===== src/rtl/mem_arbiter_pkg.sv =====
// Shared types for the I/D memory arbiter.
// Optional feature: ARB_ROUND_ROBIN_EN (see arb_pick2).
package mem_arb_pkg;

  typedef enum logic {ARB_IDLE, ARB_BUSY} arb_state_t;
  typedef enum logic {OWN_I, OWN_D} arb_owner_t;

  localparam int unsigned DEF_DATA_LENGTH = 32;
  localparam int unsigned DEF_ADDR_LENGTH = 10;
  localparam int unsigned DEF_MEM_LATENCY = 1;

  // Width of a down-counter that must hold the value lat.
  function automatic int unsigned lat_cnt_w(input int unsigned lat);
    return $clog2(lat + 1);
  endfunction

endpackage


===== src/rtl/mem_arbiter_if.sv =====
// Request/response and memory-side bundle of the I/D memory arbiter.
// slave = arbiter view, master = requesters plus memory macro view.
interface mem_arbiter_if #(
  parameter int unsigned DATA_LENGTH = 32,
  parameter int unsigned ADDR_LENGTH = 10
);
  logic                   i_valid;
  logic [ADDR_LENGTH-1:0] i_addr;
  logic                   i_ready;
  logic                   i_resp_valid;
  logic [DATA_LENGTH-1:0] i_rdata;

  logic                   d_valid;
  logic                   d_we;
  logic [ADDR_LENGTH-1:0] d_addr;
  logic [DATA_LENGTH-1:0] d_wdata;
  logic                   d_ready;
  logic                   d_resp_valid;
  logic [DATA_LENGTH-1:0] d_rdata;

  logic                   mem_en;
  logic                   mem_we;
  logic [ADDR_LENGTH-1:0] mem_addr;
  logic [DATA_LENGTH-1:0] mem_wdata;
  logic [DATA_LENGTH-1:0] mem_rdata;

  modport slave (
    input  i_valid, i_addr, d_valid, d_we, d_addr, d_wdata, mem_rdata,
    output i_ready, i_resp_valid, i_rdata, d_ready, d_resp_valid, d_rdata,
           mem_en, mem_we, mem_addr, mem_wdata
  );

  modport master (
    output i_valid, i_addr, d_valid, d_we, d_addr, d_wdata, mem_rdata,
    input  i_ready, i_resp_valid, i_rdata, d_ready, d_resp_valid, d_rdata,
           mem_en, mem_we, mem_addr, mem_wdata
  );
endinterface


===== src/rtl/mem_arbiter_arb_pick2.sv =====
// Combinational 2-way picker for the I/D arbiter.
// ARB_ROUND_ROBIN_EN selects round-robin; otherwise D has fixed priority.
module arb_pick2
  import mem_arb_pkg::*;
(
  input  logic       i_valid,
  input  logic       d_valid,
  input  arb_owner_t last_grant,
  output arb_owner_t grant
);

`ifdef ARB_ROUND_ROBIN_EN
  always_comb begin
    grant = OWN_I;
    if (i_valid && d_valid)
      grant = (last_grant == OWN_I) ? OWN_D : OWN_I;
    else if (d_valid)
      grant = OWN_D;
  end
`else
  // Result is only consumed when some valid is set, so i_valid is implied.
  logic [1:0] unused_in;
  assign unused_in = {i_valid, last_grant == OWN_D};

  always_comb begin
    grant = OWN_I;
    if (d_valid)
      grant = OWN_D;
  end
`endif

endmodule


===== src/rtl/mem_arbiter.sv =====
// Shares one single-port synchronous memory between fetch (I) and data (D).
// One outstanding transaction; ARB_ROUND_ROBIN_EN enables round-robin arbitration.
module mem_arbiter
  import mem_arb_pkg::*;
#(
  parameter int unsigned DATA_LENGTH = DEF_DATA_LENGTH,
  parameter int unsigned ADDR_LENGTH = DEF_ADDR_LENGTH,
  parameter int unsigned MEM_LATENCY = DEF_MEM_LATENCY
) (
  input  logic           clk,
  input  logic           reset,
  mem_arbiter_if.slave   bus
);

  localparam int unsigned CNT_W = lat_cnt_w(MEM_LATENCY);

  arb_state_t       state;
  arb_owner_t       owner;
  arb_owner_t       last_grant;
  arb_owner_t       winner;
  logic [CNT_W-1:0] cnt;
  logic             accept;
  logic             resp;

  arb_pick2 u_pick (
    .i_valid    (bus.i_valid),
    .d_valid    (bus.d_valid),
    .last_grant (last_grant),
    .grant      (winner)
  );

  // Gating with reset keeps every output at 0 while reset is held.
  assign accept = !reset && (state == ARB_IDLE) && (bus.i_valid || bus.d_valid);
  assign resp   = !reset && (state == ARB_BUSY) && (cnt == CNT_W'(1));

  always_ff @(posedge clk or posedge reset) begin
    if (reset) begin
      state <= ARB_IDLE;
      owner <= OWN_I;
      cnt   <= '0;
    end else begin
      case (state)
        ARB_IDLE: begin
          if (accept) begin
            state <= ARB_BUSY;
            owner <= winner;
            cnt   <= CNT_W'(MEM_LATENCY);
          end
        end
        ARB_BUSY: begin
          cnt <= cnt - 1'b1;
          if (cnt == CNT_W'(1))
            state <= ARB_IDLE;
        end
        default: state <= ARB_IDLE;
      endcase
    end
  end

`ifdef ARB_ROUND_ROBIN_EN
  always_ff @(posedge clk or posedge reset) begin
    if (reset)
      last_grant <= OWN_I;
    else if (accept)
      last_grant <= winner;
  end
`else
  assign last_grant = OWN_I;
`endif

  always_comb begin
    bus.i_ready      = 1'b0;
    bus.d_ready      = 1'b0;
    bus.mem_en       = 1'b0;
    bus.mem_we       = 1'b0;
    bus.mem_addr     = '0;
    bus.mem_wdata    = '0;
    if (accept) begin
      bus.mem_en = 1'b1;
      if (winner == OWN_D) begin
        bus.d_ready   = 1'b1;
        bus.mem_we    = bus.d_we;
        bus.mem_addr  = bus.d_addr;
        bus.mem_wdata = bus.d_wdata;
      end else begin
        bus.i_ready  = 1'b1;
        bus.mem_addr = bus.i_addr;
      end
    end
  end

  // Read data is a passthrough of the macro output, qualified by the pulse.
  always_comb begin
    bus.i_resp_valid = 1'b0;
    bus.d_resp_valid = 1'b0;
    bus.i_rdata      = '0;
    bus.d_rdata      = '0;
    if (resp) begin
      if (owner == OWN_D) begin
        bus.d_resp_valid = 1'b1;
        bus.d_rdata      = bus.mem_rdata;
      end else begin
        bus.i_resp_valid = 1'b1;
        bus.i_rdata      = bus.mem_rdata;
      end
    end
  end

endmodule

===== src/flat_wrapper.sv =====
// flat-port wrapper written by rule: the top's interface ports become plain ports
module mem_arbiter_flat import mem_arb_pkg::*;
#(
  parameter int unsigned DATA_LENGTH = DEF_DATA_LENGTH,
  parameter int unsigned ADDR_LENGTH = DEF_ADDR_LENGTH,
  parameter int unsigned MEM_LATENCY = DEF_MEM_LATENCY
)
  (clk, reset, bus_i_valid, bus_i_addr, bus_d_valid, bus_d_we, bus_d_addr, bus_d_wdata, bus_mem_rdata, bus_i_ready, bus_i_resp_valid, bus_i_rdata, bus_d_ready, bus_d_resp_valid, bus_d_rdata, bus_mem_en, bus_mem_we, bus_mem_addr, bus_mem_wdata);
  mem_arbiter_if #(.DATA_LENGTH(DATA_LENGTH), .ADDR_LENGTH(ADDR_LENGTH)) bus_i ();
  input  logic clk;
  input  logic reset;
  input wire logic [$bits(bus_i.i_valid)-1:0] bus_i_valid;
  input wire logic [$bits(bus_i.i_addr)-1:0] bus_i_addr;
  input wire logic [$bits(bus_i.d_valid)-1:0] bus_d_valid;
  input wire logic [$bits(bus_i.d_we)-1:0] bus_d_we;
  input wire logic [$bits(bus_i.d_addr)-1:0] bus_d_addr;
  input wire logic [$bits(bus_i.d_wdata)-1:0] bus_d_wdata;
  input wire logic [$bits(bus_i.mem_rdata)-1:0] bus_mem_rdata;
  output wire logic [$bits(bus_i.i_ready)-1:0] bus_i_ready;
  output wire logic [$bits(bus_i.i_resp_valid)-1:0] bus_i_resp_valid;
  output wire logic [$bits(bus_i.i_rdata)-1:0] bus_i_rdata;
  output wire logic [$bits(bus_i.d_ready)-1:0] bus_d_ready;
  output wire logic [$bits(bus_i.d_resp_valid)-1:0] bus_d_resp_valid;
  output wire logic [$bits(bus_i.d_rdata)-1:0] bus_d_rdata;
  output wire logic [$bits(bus_i.mem_en)-1:0] bus_mem_en;
  output wire logic [$bits(bus_i.mem_we)-1:0] bus_mem_we;
  output wire logic [$bits(bus_i.mem_addr)-1:0] bus_mem_addr;
  output wire logic [$bits(bus_i.mem_wdata)-1:0] bus_mem_wdata;
  assign bus_i.i_valid = bus_i_valid;
  assign bus_i.i_addr = bus_i_addr;
  assign bus_i.d_valid = bus_d_valid;
  assign bus_i.d_we = bus_d_we;
  assign bus_i.d_addr = bus_d_addr;
  assign bus_i.d_wdata = bus_d_wdata;
  assign bus_i.mem_rdata = bus_mem_rdata;
  assign bus_i_ready = bus_i.i_ready;
  assign bus_i_resp_valid = bus_i.i_resp_valid;
  assign bus_i_rdata = bus_i.i_rdata;
  assign bus_d_ready = bus_i.d_ready;
  assign bus_d_resp_valid = bus_i.d_resp_valid;
  assign bus_d_rdata = bus_i.d_rdata;
  assign bus_mem_en = bus_i.mem_en;
  assign bus_mem_we = bus_i.mem_we;
  assign bus_mem_addr = bus_i.mem_addr;
  assign bus_mem_wdata = bus_i.mem_wdata;
  mem_arbiter #(.DATA_LENGTH(DATA_LENGTH), .ADDR_LENGTH(ADDR_LENGTH), .MEM_LATENCY(MEM_LATENCY)) u_core (.clk(clk), .reset(reset), .bus(bus_i));
endmodule

===== config.mk =====
export PLATFORM = sky130hd
export DESIGN_NAME = mem_arbiter_flat
export DESIGN_NICKNAME = d
export VERILOG_FILES = /design/src/rtl/mem_arbiter_pkg.sv /design/src/rtl/mem_arbiter_if.sv /design/src/rtl/mem_arbiter_arb_pick2.sv /design/src/rtl/mem_arbiter.sv /design/src/flat_wrapper.sv
export SDC_FILE = /design/constraint.sdc
export NUM_CORES = 1
export LEC_CHECK = 0
export CORE_MARGIN = 5
export CORE_UTILIZATION = 22
export CTS_CLUSTER_DIAMETER = 120
export DETAILED_ROUTE_END_ITERATION = 6
export MAX_ROUTING_LAYER = met4
export PLACE_DENSITY = 0.86
export SLEW_MARGIN = 30
export SYNTH_ARGS = -nofsm -noshare
export SYNTH_HDL_FRONTEND = slang
export SYNTH_SLANG_ARGS = --single-unit

===== constraint.sdc =====
create_clock -name clk -period 2.95 [get_ports clk]
set_clock_uncertainty 0.2 [all_clocks]
set_input_delay 0.7375 -clock clk [delete_from_list [all_inputs] [get_ports clk]]
set_output_delay 0.7375 -clock clk [all_outputs]
set_load 0.005 [all_outputs]

Yosys cells after proc, flatten, opt, wreduce, memory -nomap -nowiden
Index checks and enable logic that the tools add are counted.
{"block": "op_classes", "addsub": 1, "n_eq_ne": 1, "muxes": 24, "n_bitwise": 1, "reduce_logical": 7}
{"cell": "32-bit 2-to-1 mux", "count": 6}
{"cell": "10-bit 2-to-1 mux", "count": 2}
{"cell": "1-bit 2-to-1 mux", "count": 14}
{"cell": "1-bit logical AND", "count": 4}
{"cell": "1-bit one-hot mux with 2 select lines", "count": 2}
{"cell": "2-bit by 1-bit inequality test with 1-bit output (second input constant)", "count": 1}
{"cell": "2-bit AND reduction", "count": 1}
{"cell": "1-bit zero test", "count": 1}
{"cell": "1-bit logical OR", "count": 1}
{"cell": "1-bit inverter", "count": 1}
{"cell": "1-bit subtractor (second input constant)", "count": 1}
{"block": "word_totals", "register_bits": 3, "output_inout_bits": 112, "word_cells": 37}

Depth between registers and ports, before layout
{"block": "depth", "word_depth": 5, "ltp_mapped": 4, "ltp_nobuf": 2}

By module
Synthesis repeated with hierarchy kept, for this count alone.
{"block": "hier_totals", "cells_unflattened": 146, "hier_area_um2": 1007.2}
{"module": "mem_arbiter", "n_inst": 1, "cells_each": 145, "area_per_inst_um2": 999.7, "seq_area_each_um2": 75.1}
{"module": "arb_pick2", "n_inst": 1, "cells_each": 1, "area_per_inst_um2": 7.5, "seq_area_each_um2": 0.0}

Worst setup path before layout
No wires, ideal clock.
{"block": "synth_timing", "path_kind": "input-to-output", "from": "input port reset", "to": "output port bus_i_rdata[22]", "arrival_ns": 1.337, "required_ns": 2.013, "setup_slack_ns": 0.675, "stages": 3, "path_buffers": 1, "path_cell_list": "and4bb_4 buf_6 and2_1"}
{"block": "synth_via", "elab_chain_cells": 4}
{"item": "start: declaration", "line": "flat_wrapper.sv:11", "source": "input logic reset;"}
{"item": "1-bit zero test", "line": "mem_arbiter.sv:34", "source": "assign resp = !reset && (state == ARB_BUSY) && (cnt == CNT_W'(1));"}
{"item": "1-bit logical AND (2 in series)", "line": "mem_arbiter.sv:34"}
{"item": "32-bit 2-to-1 mux", "line": "mem_arbiter.sv:98", "source": "if (resp) begin"}
{"item": "end: declaration", "line": "flat_wrapper.sv:21", "source": "output wire logic [$bits(bus_i.i_rdata)-1:0] bus_i_rdata;"}
No other way between the ends.

Final worst setup path
{"block": "layout_timing", "from": "input port bus_mem_rdata[31]", "to": "output port bus_i_rdata[31]"}
{"block": "layout_via", "elab_chain_cells": 2}
{"item": "start: declaration", "line": "flat_wrapper.sv:18", "source": "input wire logic [$bits(bus_i.mem_rdata)-1:0] bus_mem_rdata;"}
{"item": "32-bit 2-to-1 mux", "line": "mem_arbiter.sv:99", "source": "if (owner == OWN_D) begin"}
{"item": "32-bit 2-to-1 mux", "line": "mem_arbiter.sv:98"}
No other way between the ends.

==> metrics.sh <==
RUN_STATUS='finished clean'
ARRIVAL_NS=1.98
POST_ROUTE_CELLS_DRIVE_ABOVE_1_SHARE_PCT=11.8
GP_CONGESTION=0.844
HOLD_BUFFERS=0
DRCVIOLATIONCOUNT=0
ROUTE.DETAILED.WL_PER_INST_UM=15.0
GR-TOTAL-OVERFLOW=0
MAXUSEDROUTINGLAYER='met4'
SETUP.WORST_PATH.START_CLASS='input pin'
SYNTHCELLS=159
CLOCK_SINKS=3
SYNTH_SEQ_AREA_SHARE_PCT=6.95
POST-PLACE-WS_NS=-0.450
AREA.GROWTH.SYNTH_TO_FINAL_PCT=190
CP.REQUIRED_NS=2.01
DIE_HEIGHT_UM=80.1
CLOCK_LATENCY_NS=0.21
POWER.DENSITY_nW_PER_UM2=254
VIA_COUNT=1805
SYN_AREA_SQ_UM=1080
ANT_NETS=0
STARTING_UTILIZATION_OF_THE_CORE_AREA_PCT=22.7
DESIGN.FINAL.NETS=455
POSTSYNTHAREAPERCELL_SQ_UM=6.79
ROUTEDLENGTHMET1_UM=2240
IOS=201
CRITICALPATHCATEGORY='in2out'
GLOBALROUTETOTALUTIL_PCT=18.5
CTS_HTREE_LEVELS=1
HOLD_PATH.CLASS='in2async'
CORE_OUTLINE_AREA_SQ_UM=4750
P_SW_mW=0.271
ROW_COUNT=25
POWER.COMBINATIONAL.FRACTION_PCT=73.1
WORST-PATH-MAX-FANOUT=2
DIE_AREA_SQ_UM=6410
WORST_SLEW_PIN_SLEW_NS=0.357
NETLIST_TOP_CELLS_AREA='sky130_fd_sc_hd__and2_1, sky130_fd_sc_hd__dfrtp_1, sky130_fd_sc_hd__nand3b_1'
NUMPORTBUFFERS=200
SYNTH_FP_NETS=248
VDD_IR_DROP_MAX_mV=0.167
DRT_PRE_ANTENNA_ITERS=4
TRITONCTS_CLOCK_TREE='yes'
YOSYS_REGISTER_BITS=3
TOTALWIRELENGTH_UM=6480
SETUP_SLACK_NS=0.0337
DRT_ITER0_DRC=28
FIRST_GLOBAL_VIAS=1763
VIAS_PER_CELL=4.18
GRT_PASS1_WL_UM=9070
CTS_ROOT_BUF='sky130_fd_sc_hd__clkbuf_8'
CTS_BUFFER_DEPTH=2
NETSWITCHINGFRACTION_PCT=34.0
POWER.SEQUENTIAL.FRACTION_PCT=11.9
ANTENNADIODECOUNT=0
FINALCRITPERIODSHARE_PCT=98.9
DRV_SLEW=0
NETLIST.TOP_CELL.BY_AREA='sky130_fd_sc_hd__and2_1'
YOSYSWARNINGS=0
LEAKAGEPOWER_nW=1.74
GRT_START_MAX_NET_PINS=33
WORSTSETUPENDPOINTTYPE='output port'
SETUP-VIOLATIONS-FINAL=0
MAX_CAP_VIOLATIONS=0
CLOCKPOWERSHARE_PCT=15.0
SYNTH_TOP_AREA_SHARE_PCT=54.5
FINALSETUPTNS_NS=0
LAYOUT_MIN_CYCLE_TIME_NS=2.92
DP_HPWL_UM=5380
DR_WL_MET2_UM=3610
TIMING.HOLD.WS_NS=0.334
WORST_SETUP_HOLD_PATH_CLK_SLEW_NS=0.03
REPORT.FINAL.HOLD_VIOL_COUNT=0
MAXCLOCKFREQUENCY_MHz=343
INTPOWER_mW=0.526
GRT_ANTENNA_BEFORE_REPAIR=0
SYNTH_CELL_TYPES=23
FILLCELLCOUNT=451
RELSLEWSLACK_PCT=76.2
CTS_BUFFERS=3
WL_MET3_UM=526
DIEWIDTH_UM=80.1
synth_stat cells:
cell and n:
sky130_fd_sc_hd__and2_1 94, sky130_fd_sc_hd__a21oi_1 11, sky130_fd_sc_hd__nand2_1 10, sky130_fd_sc_hd__nand3b_1 10
sky130_fd_sc_hd__buf_6 6, sky130_fd_sc_hd__buf_2 4, sky130_fd_sc_hd__clkbuf_1 3, sky130_fd_sc_hd__dfrtp_1 3
sky130_fd_sc_hd__and2_4 2, sky130_fd_sc_hd__nor2_1 2, sky130_fd_sc_hd__nor3b_1 2, sky130_fd_sc_hd__a21o_1 1
sky130_fd_sc_hd__and4b_4 1, sky130_fd_sc_hd__and4bb_4 1, sky130_fd_sc_hd__buf_4 1, sky130_fd_sc_hd__inv_1 1
sky130_fd_sc_hd__mux2i_1 1, sky130_fd_sc_hd__nand3_1 1, sky130_fd_sc_hd__nor3_1 1, sky130_fd_sc_hd__nor3b_4 1
sky130_fd_sc_hd__o21bai_1 1, sky130_fd_sc_hd__or2_1 1, sky130_fd_sc_hd__or3b_1 1
path summary, 6_finish.rpt:
| kind | startpoint | to | slack, ns | cells past startpoint |
|---|---|---|---|---|
| max in group asynchronous | reset | u_core.cnt | 2.09 | 3 |
| min | reset | u_core.owner | 0.33 | 3 |
| min reg2reg | u_core.owner | u_core.owner | 0.38 | 1 |
| max reg2reg | u_core.state | u_core.owner | 1.54 | 4 |
| min in group clk | u_core.owner | u_core.owner | 0.38 | 1 |
| max | bus_mem_rdata[31] | bus_i_rdata[31] | 0.03 | 4 |
per-layer routing:
| layer | track usage (%) | vias up |
|---|---|---|
| met4 | 4.22 | 0 |
| met3 | 3.48 | 9 |
| met2 | 36.8 | 96 |
| met5 | - | - |
| li1 | - | 913 |
| met1 | 18.4 | 787 |
placed cells by master (no fill, tap or decap), drive strengths merged:
master and n:
a21oi 11, and4bb 1, or2 1, clkdlybuf4s15 1
or3b 1, nor3b 3, and4b 1, clkbuf 22
a21o 1, nor2 2, clkdlybuf4s50 87, inv 1
nand3 1, mux2i 1, nand3b 10, dlymetal6s2s 1
o21bai 1, nand2 10, and2 96, dfrtp 3
dlygate4sd2 94, nor3 1, buf 15
layout make-up:
type / count / area, sq um / share of cell area, %
Clock buffer: 4 / 45.0 / 1.44
Inverter: 1 / 3.75 / 0.120
Multi-Input combinational cell: 141 / 900 / 28.7
Sequential cell: 3 / 75.1 / 2.40
Tap cell: 67 / 83.8 / 2.68
Timing Repair Buffer: 216 / 2020 / 64.6
cells by family after synthesis:
family / after synthesis / synth area share (%)
simple gates: 127 / 75.4
buf+inv: 15 / 10.2
compound gates: 13 / 6.49
flops: 3 / 6.95
mux: 1 / 0.927
per-stage QoR:
step	area, sq um	power [mW]	std cells	util [%]
after floorplan	1080	0.313	159	-
after CTS	3150	0.793	430	66.3
after detailed placement	3190	0.740	423	67.1
final	3130	0.796	432	65.8
after global placement	3190	0.730	423	67.1
after global routing	3130	0.862	432	65.8
registers in the layout, indices dropped and copies added, names as in the netlist:
name          flops
u_core.cnt        1
u_core.owner      1
u_core.state      1
worst max-delay path: stages:
cell and delay (ns):
sky130_fd_sc_hd__clkdlybuf4s50_1 0.45, sky130_fd_sc_hd__nand3_1 0.12, sky130_fd_sc_hd__nor3_2 0.14, sky130_fd_sc_hd__clkdlybuf4s50_1 0.53
power groups by stage:
stage                     registers (mW)  logic, mW  clock network [mW]
after floorplan                   0.0717      0.242                   0
after global placement            0.0924      0.637                   0
after detailed placement          0.0943      0.646                   0
after CTS                         0.0944      0.576               0.123
after global routing              0.0986      0.634               0.129
final                             0.0948      0.582               0.120
repair_timing:
item                                    CTS  global route
buffers inserted                          2             1
gates cloned                              1             1
gates resized for setup                 118            36
pin swaps                                 1             0
hold endpoints to repair                  0             0
endpoints found under the setup margin  112            39
Note: power is estimated with default switching activity, not from simulation.
